### config.mk
export PLATFORM = sky130hd
export DESIGN_NAME = branch_target_buffer
export DESIGN_NICKNAME = d
export VERILOG_FILES = /design/src/rtl/branch_target_buffer_pkg.sv /design/src/rtl/bp_sat_counter.sv /design/src/rtl/branch_target_buffer.sv
export SDC_FILE = /design/constraint.sdc
export NUM_CORES = 2
export LEC_CHECK = 0
export CAP_MARGIN = 5
export CORE_ASPECT_RATIO = 2
export CORE_UTILIZATION = 51
export CTS_BUF_LIST = sky130_fd_sc_hd__clkbuf_16
export CTS_CLUSTER_DIAMETER = 200
export DETAILED_ROUTE_END_ITERATION = 10
export PLACE_DENSITY_LB_ADDON = 0.05
export SYNTH_ARGS = -nofsm -noshare
export SYNTH_HDL_FRONTEND = slang
export SYNTH_SLANG_ARGS = --single-unit
### constraint.sdc
create_clock -name clk -period 11.85 [get_ports clk]
set_clock_uncertainty 0.1 [all_clocks]
set_input_delay 3.555 -clock clk [delete_from_list [all_inputs] [get_ports clk]]
set_output_delay 3.555 -clock clk [all_outputs]
set_load 0.05 [all_outputs]
### src/rtl/branch_target_buffer_pkg.sv
// rtl/branch_target_buffer_pkg.sv - shared BTB state encoding, defaults and counter constants
package branch_target_buffer_pkg;

  typedef enum logic {
    ST_IDLE  = 1'b0,
    ST_CLEAR = 1'b1
  } btb_state_e;

  localparam int BTB_ENTRIES_DEF   = 64;
  localparam int BTB_TAG_WIDTH_DEF = 8;
  localparam int BTB_CNT_WIDTH_DEF = 2;

  // Counter seed on allocation: weakly taken.
  function automatic int cnt_weak_taken(input int w);
    return 1 << (w - 1);
  endfunction

  // Counter seed on clear: weakly not-taken.
  function automatic int cnt_weak_not_taken(input int w);
    return (1 << (w - 1)) - 1;
  endfunction

endpackage

### src/rtl/bp_sat_counter.sv
// rtl/bp_sat_counter.sv - combinational saturating up/down counter step with load
module bp_sat_counter #(
  parameter int CNT_WIDTH = 2
) (
  input  logic [CNT_WIDTH-1:0] cnt_in,
  input  logic                 inc,
  input  logic                 dec,
  input  logic                 load,
  input  logic [CNT_WIDTH-1:0] load_val,
  output logic [CNT_WIDTH-1:0] cnt_out
);

  always_comb begin
    cnt_out = cnt_in;
    if (load) begin
      cnt_out = load_val;
    end else if (inc && (cnt_in != {CNT_WIDTH{1'b1}})) begin
      cnt_out = cnt_in + CNT_WIDTH'(1);
    end else if (dec && (cnt_in != '0)) begin
      cnt_out = cnt_in - CNT_WIDTH'(1);
    end
  end

endmodule

### src/rtl/branch_target_buffer.sv
// rtl/branch_target_buffer.sv - direct-mapped BTB with 2-state clear sweep and mispredict counter
module branch_target_buffer
  import branch_target_buffer_pkg::*;
#(
  parameter int ENTRIES   = BTB_ENTRIES_DEF,
  parameter int TAG_WIDTH = BTB_TAG_WIDTH_DEF,
  parameter int CNT_WIDTH = BTB_CNT_WIDTH_DEF
) (
  input  logic        clk,
  input  logic        reset,
  input  logic [31:0] i_pc,
  output logic        o_hit,
  output logic        o_predict_taken,
  output logic [31:0] o_target,
  input  logic        i_update_valid,
  input  logic [31:0] i_update_pc,
  input  logic        i_update_taken,
  input  logic [31:0] i_update_target,
  input  logic        i_update_mispredict,
  input  logic        i_invalidate,
  output logic        o_busy,
  output logic [15:0] o_mispredict_cnt
);

  localparam int IDX_W = $clog2(ENTRIES);
  localparam logic [CNT_WIDTH-1:0] CNT_WT  = CNT_WIDTH'(cnt_weak_taken(CNT_WIDTH));
  localparam logic [CNT_WIDTH-1:0] CNT_WNT = CNT_WIDTH'(cnt_weak_not_taken(CNT_WIDTH));
  localparam logic [IDX_W-1:0]     IDX_LAST = IDX_W'(ENTRIES - 1);

  logic                 valid_q  [ENTRIES];
  logic                 valid_d  [ENTRIES];
  logic [TAG_WIDTH-1:0] tag_q    [ENTRIES];
  logic [TAG_WIDTH-1:0] tag_d    [ENTRIES];
  logic [31:0]          target_q [ENTRIES];
  logic [31:0]          target_d [ENTRIES];
  logic [CNT_WIDTH-1:0] cnt_q    [ENTRIES];
  logic [CNT_WIDTH-1:0] cnt_d    [ENTRIES];

  btb_state_e     state_q, state_d;
  logic [IDX_W-1:0] idx_q, idx_d;
  logic           busy_q, busy_d;
  logic [15:0]    mp_cnt_q, mp_cnt_d;

  logic [IDX_W-1:0]     lk_idx, up_idx;
  logic [TAG_WIDTH-1:0] lk_tag, up_tag;
  logic                 lk_hit, up_hit;
  logic [CNT_WIDTH-1:0] up_cnt_next;
  logic                 unused_pc_bits;

  assign lk_idx = i_pc[IDX_W+1:2];
  assign lk_tag = i_pc[IDX_W+2 +: TAG_WIDTH];
  assign up_idx = i_update_pc[IDX_W+1:2];
  assign up_tag = i_update_pc[IDX_W+2 +: TAG_WIDTH];
  assign unused_pc_bits = ^{i_pc, i_update_pc};

  // Lookup reads registered state only, so a same-cycle update is not bypassed.
  assign lk_hit          = (state_q == ST_IDLE) && valid_q[lk_idx] && (tag_q[lk_idx] == lk_tag);
  assign o_hit           = lk_hit;
  assign o_predict_taken = lk_hit && cnt_q[lk_idx][CNT_WIDTH-1];
  assign o_target        = lk_hit ? target_q[lk_idx] : 32'h0;
  assign o_busy          = busy_q;
  assign o_mispredict_cnt = mp_cnt_q;

  assign up_hit = valid_q[up_idx] && (tag_q[up_idx] == up_tag);

  bp_sat_counter #(.CNT_WIDTH(CNT_WIDTH)) u_entry_cnt (
    .cnt_in   (cnt_q[up_idx]),
    .inc      (i_update_taken),
    .dec      (!i_update_taken),
    .load     (!up_hit),
    .load_val (CNT_WT),
    .cnt_out  (up_cnt_next)
  );

  bp_sat_counter #(.CNT_WIDTH(16)) u_mp_cnt (
    .cnt_in   (mp_cnt_q),
    .inc      (i_update_valid && i_update_mispredict),
    .dec      (1'b0),
    .load     (1'b0),
    .load_val (16'h0),
    .cnt_out  (mp_cnt_d)
  );

  always_comb begin
    valid_d  = valid_q;
    tag_d    = tag_q;
    target_d = target_q;
    cnt_d    = cnt_q;
    state_d  = state_q;
    idx_d    = idx_q;
    busy_d   = busy_q;
    unique case (state_q)
      ST_IDLE: begin
        if (i_invalidate) begin
          state_d = ST_CLEAR;
          idx_d   = '0;
          busy_d  = 1'b1;
        end else if (i_update_valid && (up_hit || i_update_taken)) begin
          valid_d[up_idx] = 1'b1;
          tag_d[up_idx]   = up_tag;
          cnt_d[up_idx]   = up_cnt_next;
          if (i_update_taken) target_d[up_idx] = i_update_target;
        end
      end
      ST_CLEAR: begin
        valid_d[idx_q] = 1'b0;
        cnt_d[idx_q]   = CNT_WNT;
        if (i_invalidate) begin
          idx_d = '0;
        end else if (idx_q == IDX_LAST) begin
          state_d = ST_IDLE;
          idx_d   = '0;
          busy_d  = 1'b0;
        end else begin
          idx_d = idx_q + IDX_W'(1);
        end
      end
    endcase
  end

  always_ff @(posedge clk or negedge reset) begin
    if (!reset) begin
      state_q  <= ST_IDLE;
      idx_q    <= '0;
      busy_q   <= 1'b0;
      mp_cnt_q <= 16'h0;
      for (int i = 0; i < ENTRIES; i++) valid_q[i] <= 1'b0;
    end else begin
      state_q  <= state_d;
      idx_q    <= idx_d;
      busy_q   <= busy_d;
      mp_cnt_q <= mp_cnt_d;
      valid_q  <= valid_d;
    end
  end

  // Payload storage carries no reset; valid bits alone gate its use.
  always_ff @(posedge clk) begin
    tag_q    <= tag_d;
    target_q <= target_d;
    cnt_q    <= cnt_d;
  end

endmodule

After elaboration in Yosys (flattened, before gate mapping)
Index checks and enable logic that the tools add are counted.
Widths: inputs -> output; s select.

storage, ports and cells
  input port bits = 102
  word-level logic and storage cells = 366
  output and inout bits = 51
  register bits = 2776

operators by class
  equal/unequal tests = 10
  add/sub/neg operators = 4
  multiplexer cells = 58
  magnitude comparators = 5
  bitwise gates (word level) = 11
  reductions and logical operators = 18

operator list
  kind                   count
  $bwmux 2048            1
  $bwmux 512             1
  $mux 128               2
  $pmux 128 s2           1
  $bmux 32 s6            1
  $demux 32 s6           1
  $and 64x64->64         2
  $bwmux 128             1
  $mux 32                4
  $mux 64                2
  $not 64->64            2
  $or 64x64->64          2
  $pmux 64 s2            1
  $bmux 8 s6             2
  $demux 8 s6            1
  $mux 8                 5
  $bmux 2 s6             2
  $demux 2 s6            2
  $ge 7x7->1 const B     3
  $not 6->7              3
  $mux 2                 9
  $mux 6                 3
  $add 16x1->16 const B  1
  $eq 8x8->1             2
  21 further kinds       52

Logic depth before layout (Yosys ltp)
  depth after elaboration = 13
  depth in mapped cells = 20
  depth with buffers taken out = 13

Hierarchy
Synthesis repeated with hierarchy kept, for this count alone.

second synthesis, totals
  cell total of the unflattened synthesis = 5725
  area, all modules = 115518.3 sq um

by module, submodules not included
  module                         seq. area each (sq um)  times used  cells an instance  area an instance (sq um)
  branch_target_buffer           82919.5                 1           5570               114528.6
  bp_sat_counter at u_mp_cnt     0.0                     1           141                869.6
  bp_sat_counter at u_entry_cnt  0.0                     1           14                 120.1

Worst setup path after synthesis
Ideal clock, no wire load.

  kind = in2out
  start = input port i_pc[3]
  end = output port o_target[25]
  arrival time = 7.141 ns
  slack = 1.054 ns
  required time = 8.195 ns
  path buffers = 5
  stages on the path = 11
  cells stage by stage = buf_2 buf_2 clkbuf_1 buf_1 mux4_2 mux4_2 mux4_2 xnor2_1 nand4_1 buf_2 nor2b_1

on the way
  longest elaborated chain between the ends = 7
  elaborated cells on any way between the ends = 14
  classes of those cells = eq/ne: 1; mux: 10; bitwise: 1; reduce/logical: 2

ends and longest elaborated chain
  item                                                                         line                                                    source
  start: declaration                                                           branch_target_buffer.sv:11                              input logic [31:0] i_pc,
  $not 6->7 (implied by the code) (*)                                          branch_target_buffer.sv:57, branch_target_buffer.sv:60
  $bmux 8 s6 / $bmux 1 s6 (equally long branches)                              branch_target_buffer.sv:57                              assign lk_hit = (state_q == ST_IDLE) && valid_q[lk_idx] && (tag_q[lk_idx] == lk_tag);
  $mux 8 (implied by the code) / $mux 1 (equally long branches) (2 in series)  branch_target_buffer.sv:57
  $eq 8x8->1 / $logic_and 1x1->1 (equally long branches)                       branch_target_buffer.sv:57
  $logic_and 1x1->1                                                            branch_target_buffer.sv:57
  $mux 32 (*)                                                                  branch_target_buffer.sv:60                              assign o_target = lk_hit ? target_q[lk_idx] : 32'h0;
  end: declaration                                                             branch_target_buffer.sv:14                              output logic [31:0] o_target,

Mark *: on every way between the ends. The rest lies on a longest branch, timed or not. The select of a mux whose other input is x is not followed.

Worst setup path in the final report
  start = input port i_pc[2]
  end = output port o_target[15]

Same word-level chain as after synthesis.

==> results.tsv <==
stage	metric	value	unit
pwr	Logic pwr share	6.8	%
run_status	status	finished, violations left	
cts	post-CTS setup buffer count	0	
timing	setup repair after global routing missed its margin	false	
logic_synthesis	yosys warns	0	
cts	Post-CTS Hold Buffers	0	
setup_path	CP Launch Type	primary input	
cells_and_area	Synth-to-Final Area Change	12.29	%
setup_path	critical-path maximum fanout	26	
floorplanning	num rows	247	
floorplanning	core area	225900	um^2
logic_synthesis	Seq/Total Area, Yosys	71.63	%
logic_synthesis	ys async rst share	3.170	%
logic_synthesis	Syn Area/Cell	20.26	um^2
cts	htree depth	4	
cts	Clock Path Buffers	4	
pwr	Sw Ratio	22.35	%
pwr	total power	19.98	mW
route	Final ANT Viol Nets	0	
logic_synthesis	netlist area before placement	115800	um^2
timing	Max Clk Rate	0.08785	GHz
run_status	failing checks	design-rule violations, max-capacitance violations, max-slew violations	
logic_synthesis	Top FF cell, synth	edfxtp_1	
floorplanning	Die Area	229000	um^2
pwr	Worst VDD drop	0.1272	mV
pwr	switching pwr	4.466	mW
global_routing	first-pass GRT wire length	535.2	mm
place	Place WS	641.5	ps
global_routing	largest net degree at the start of global routing	125	
place	post-place instance area	122200	um^2
timing	Final Hold Slack	403.2	ps
global_routing	number of global-route vias before repair	64380	
setup_path	worst path cell trace	buf_8 > buf_12 > mux4_2 > mux4_2 > mux4_2 > xnor2_1 > nand3_1 > nor2_1 > nand4_1 > buf_12 > a211oi_2 > buf_12	
logic_synthesis	Area contributors post-synth	edfxtp_1 70%, mux4_2 18%, dfrtp_1 1.9%	
setup_path	Buf/Inv on CP	4	
setup_path	Critical Path Slowest Stage Cell	a211oi_2	
cells_and_area	fin area	130000	um^2
cts	Clk Latency, worst-skew pair	900	ps
pwr	Sequential Power Share	54.1	%
setup_path	WP data required	8200	ps
timing	setup TNS	0	ps
cts	number of CTS-inserted buffers	240	
cts	CTS tree	done	
cells_and_area	ratio of cells with drive above 1 in the final layout	29.67	%
timing	period utilization	96.06	%
setup_path	worst path arrival time	7730	ps
setup_path	CP max stage delay	690	ps
route	1st-iter DRT viols	7344	
place	Inst Count DP	8718	
cts	post_cts resized	0	
pwr	LEAKAGE	40.66	nW
cells_and_area	Multi-input gate area	31460	um^2
logic_synthesis	leading cell types by count after synthesis	2688 x edfxtp_1, 912 x mux4_2, 267 x nor2_1, 220 x clkbuf_1, 202 x nand2_1	
cells_and_area	fillers	16780	
route	Pre-antenna DRT Iters	11	
timing	final worst-path setup slack	466.7	ps
route	vias per cell	6.896	
logic_synthesis	area share of the largest cell type after synthesis	69.73	%
pwr	P_int	15.52	mW
global_routing	GRT Overall Usage	34.64	%
cells_and_area	Layout Nets	6084	
place	port bufs	116	
global_routing	initial antenna violation count	42	
logic_synthesis	syn_nets	5821	
timing	Slew @ Worst Pin	1524	ps
timing	Hold Fails Final Rpt	0	
timing	Max-slew headroom	-2.227	%
job	MaxCap Viol Count	1	
floorplanning	Initial Utilization	51.24	%
floorplanning	die width	338.9	um
route	DRC	6	
logic_synthesis	Cells after Synth	5715	
setup_path	WS Path Type	primary input to output pin	
setup_path	Critical Path End Type	output pin	
global_routing	Overflow after GRT	0	
setup_path	crit-path leading delay family	multiplexers	
logic_synthesis	Cell variety after synth	74	
logic_synthesis	Yosys reg bits	2776	
cells_and_area	final core occ	57.54	%
floorplanning	num ports	153	
cts	CTS root buffer	clkbuf_16	
logic_synthesis	number of synthesized flops with an enable pin	2688	
timing	final setup vio count	0	
cts	clk sinks	2776	
logic_synthesis	post-synth top area cell	edfxtp_1	
route	routed length per instance	42.55	um
cells_and_area	Reg area	82920	um^2
logic_synthesis	most numerous cell in the Yosys netlist	edfxtp_1	
timing	fin. max-slew vios	2	
hold_path	Hold Path Class	flop to flop	
cells_and_area	final std cells w/o fill	9202	
timing	Period minus WS final	11380	ps
pwr	Power Dens Cells	153.7	nW/um^2
place	DP HPWL	239.2	mm
floorplanning	Die H	675.8	um
pwr	Clock Power Share	39.1	%
route	via count	63450	
route	wirelength, routed	391.5	mm
place	RD Place Congestion	1.042	
cts	clk slew on worst S/H paths	70	ps
==> cell type report <==
cell class,instances,area share (%)
multi-input combinational,2509,24.20
clock buffer,244,4.697
clock inverter,184,1.130
timing repair buffer,440,3.168
tap,2988,2.876
antenna,50,0.09626
sequential,2776,63.79
inverter,11,0.03658
==> registers in the layout (all words and copies together) (netlist names) <==
register          count
o_mispredict_cnt     16
valid_q              64
idx_q                 6
tag_q               512
o_busy                1
state_q               1
target_q           2048
cnt_q               128
==> cells by family (layout without fill, tap and decap cells) <==
group / Yosys count / in the layout / share of synthesized area [%]
DFF: 2776 / 2776 / 71.63
muxes: 1105 / 1105 / 19.47
AOI/OAI and AO/OA: 695 / 695 / 4.185
and+or+nand+nor: 672 / 672 / 2.685
buffers and inverters: 430 / 879 / 1.739
xor gates and xnor gates: 33 / 33 / 0.2497
adders and majority gates: 4 / 4 / 0.04324
other: 0 / 50 / 0
==> layout by cell type, fill, tap and decap left out, types with 12 or more instances in the layout <==
master           Yosys  routed
dfrtp_1             88      87
o22ai_1             80      79
and2_1              14      15
a221o_1             16      16
nand3b_1            14      14
nand4_1             13      13
nor2b_1             38      32
a211oi_2            18      18
o21ai_0            105     105
a32o_1              30      30
mux2_2              41      41
nor2_1             267     195
mux4_2             912     912
a22oi_1             78      78
xnor2_1             24      24
bufinv_16            0      24
nor2_4               0      62
o2bb2ai_1           24      24
buf_4               20     293
mux2i_1            143     143
a21oi_1            113     112
a31oi_1             13      12
clkinv_2             0      33
clkbuf_16            0     244
inv_1                7      55
o31ai_1             67      67
buf_2               91      43
clkinv_1             1      55
a211oi_1            23      23
diode_2              0      50
nand2_1            202     201
nand3_1             42      42
a221oi_1            30      30
o21ai_1             29      29
edfxtp_1          2688    2688
buf_12               0      61
clkdlybuf4s50_1      0      32
==> layer usage <==
layer | track usage, % | vias up | wire, um | part of all wire, %
met4 | 29.05 | 16 | 39790 | 10
met3 | 7.149 | 1361 | 27100 | 6.9
li1 | - | 24700 | - | -
met1 | 36.67 | 33880 | 123000 | 31
met2 | 59.38 | 3504 | 201600 | 51
met5 | 0 | - | 107 | 0.027
==> power by group through the flow <==
| stage | registers [mW] | clock network, mW | logic (mW) |
|---|---|---|---|
| final | 10.8 | 7.80 | 1.37 |
| after global routing | 10.8 | 8.20 | 1.40 |
| after CTS | 10.8 | 7.91 | 1.35 |
| after detailed placement | 11.0 | 0 | 1.35 |
| after global placement | 11.0 | 0 | 1.33 |
| after floorplan | 11.0 | 0 | 0.705 |
==> path summary, 6_finish.rpt <==
| check | from | endpoint | slack, ps | cells after the start |
|---|---|---|---|---|
| max reg2reg | tag_q[194]$_DFFE_PP_ | tag_q[136]$_DFFE_PP_ | 6290 | 12 |
| min reg2reg | o_mispredict_cnt[9]$_DFFE_PN0P_ | o_mispredict_cnt[9]$_DFFE_PN0P_ | 400 | 1 |
| max | i_pc[2] | o_target[15] | 470 | 12 |
| min | o_mispredict_cnt[9]$_DFFE_PN0P_ | o_mispredict_cnt[9]$_DFFE_PN0P_ | 400 | 1 |
| max in group asynchronous | reset | valid_q[53]$_DFFE_PN0P_ | 7950 | 2 |
| min in group asynchronous | reset | o_mispredict_cnt[1]$_DFFE_PN0P_ | 2500 | 1 |
No activity file was read; power rests on OpenSTA's default activity.
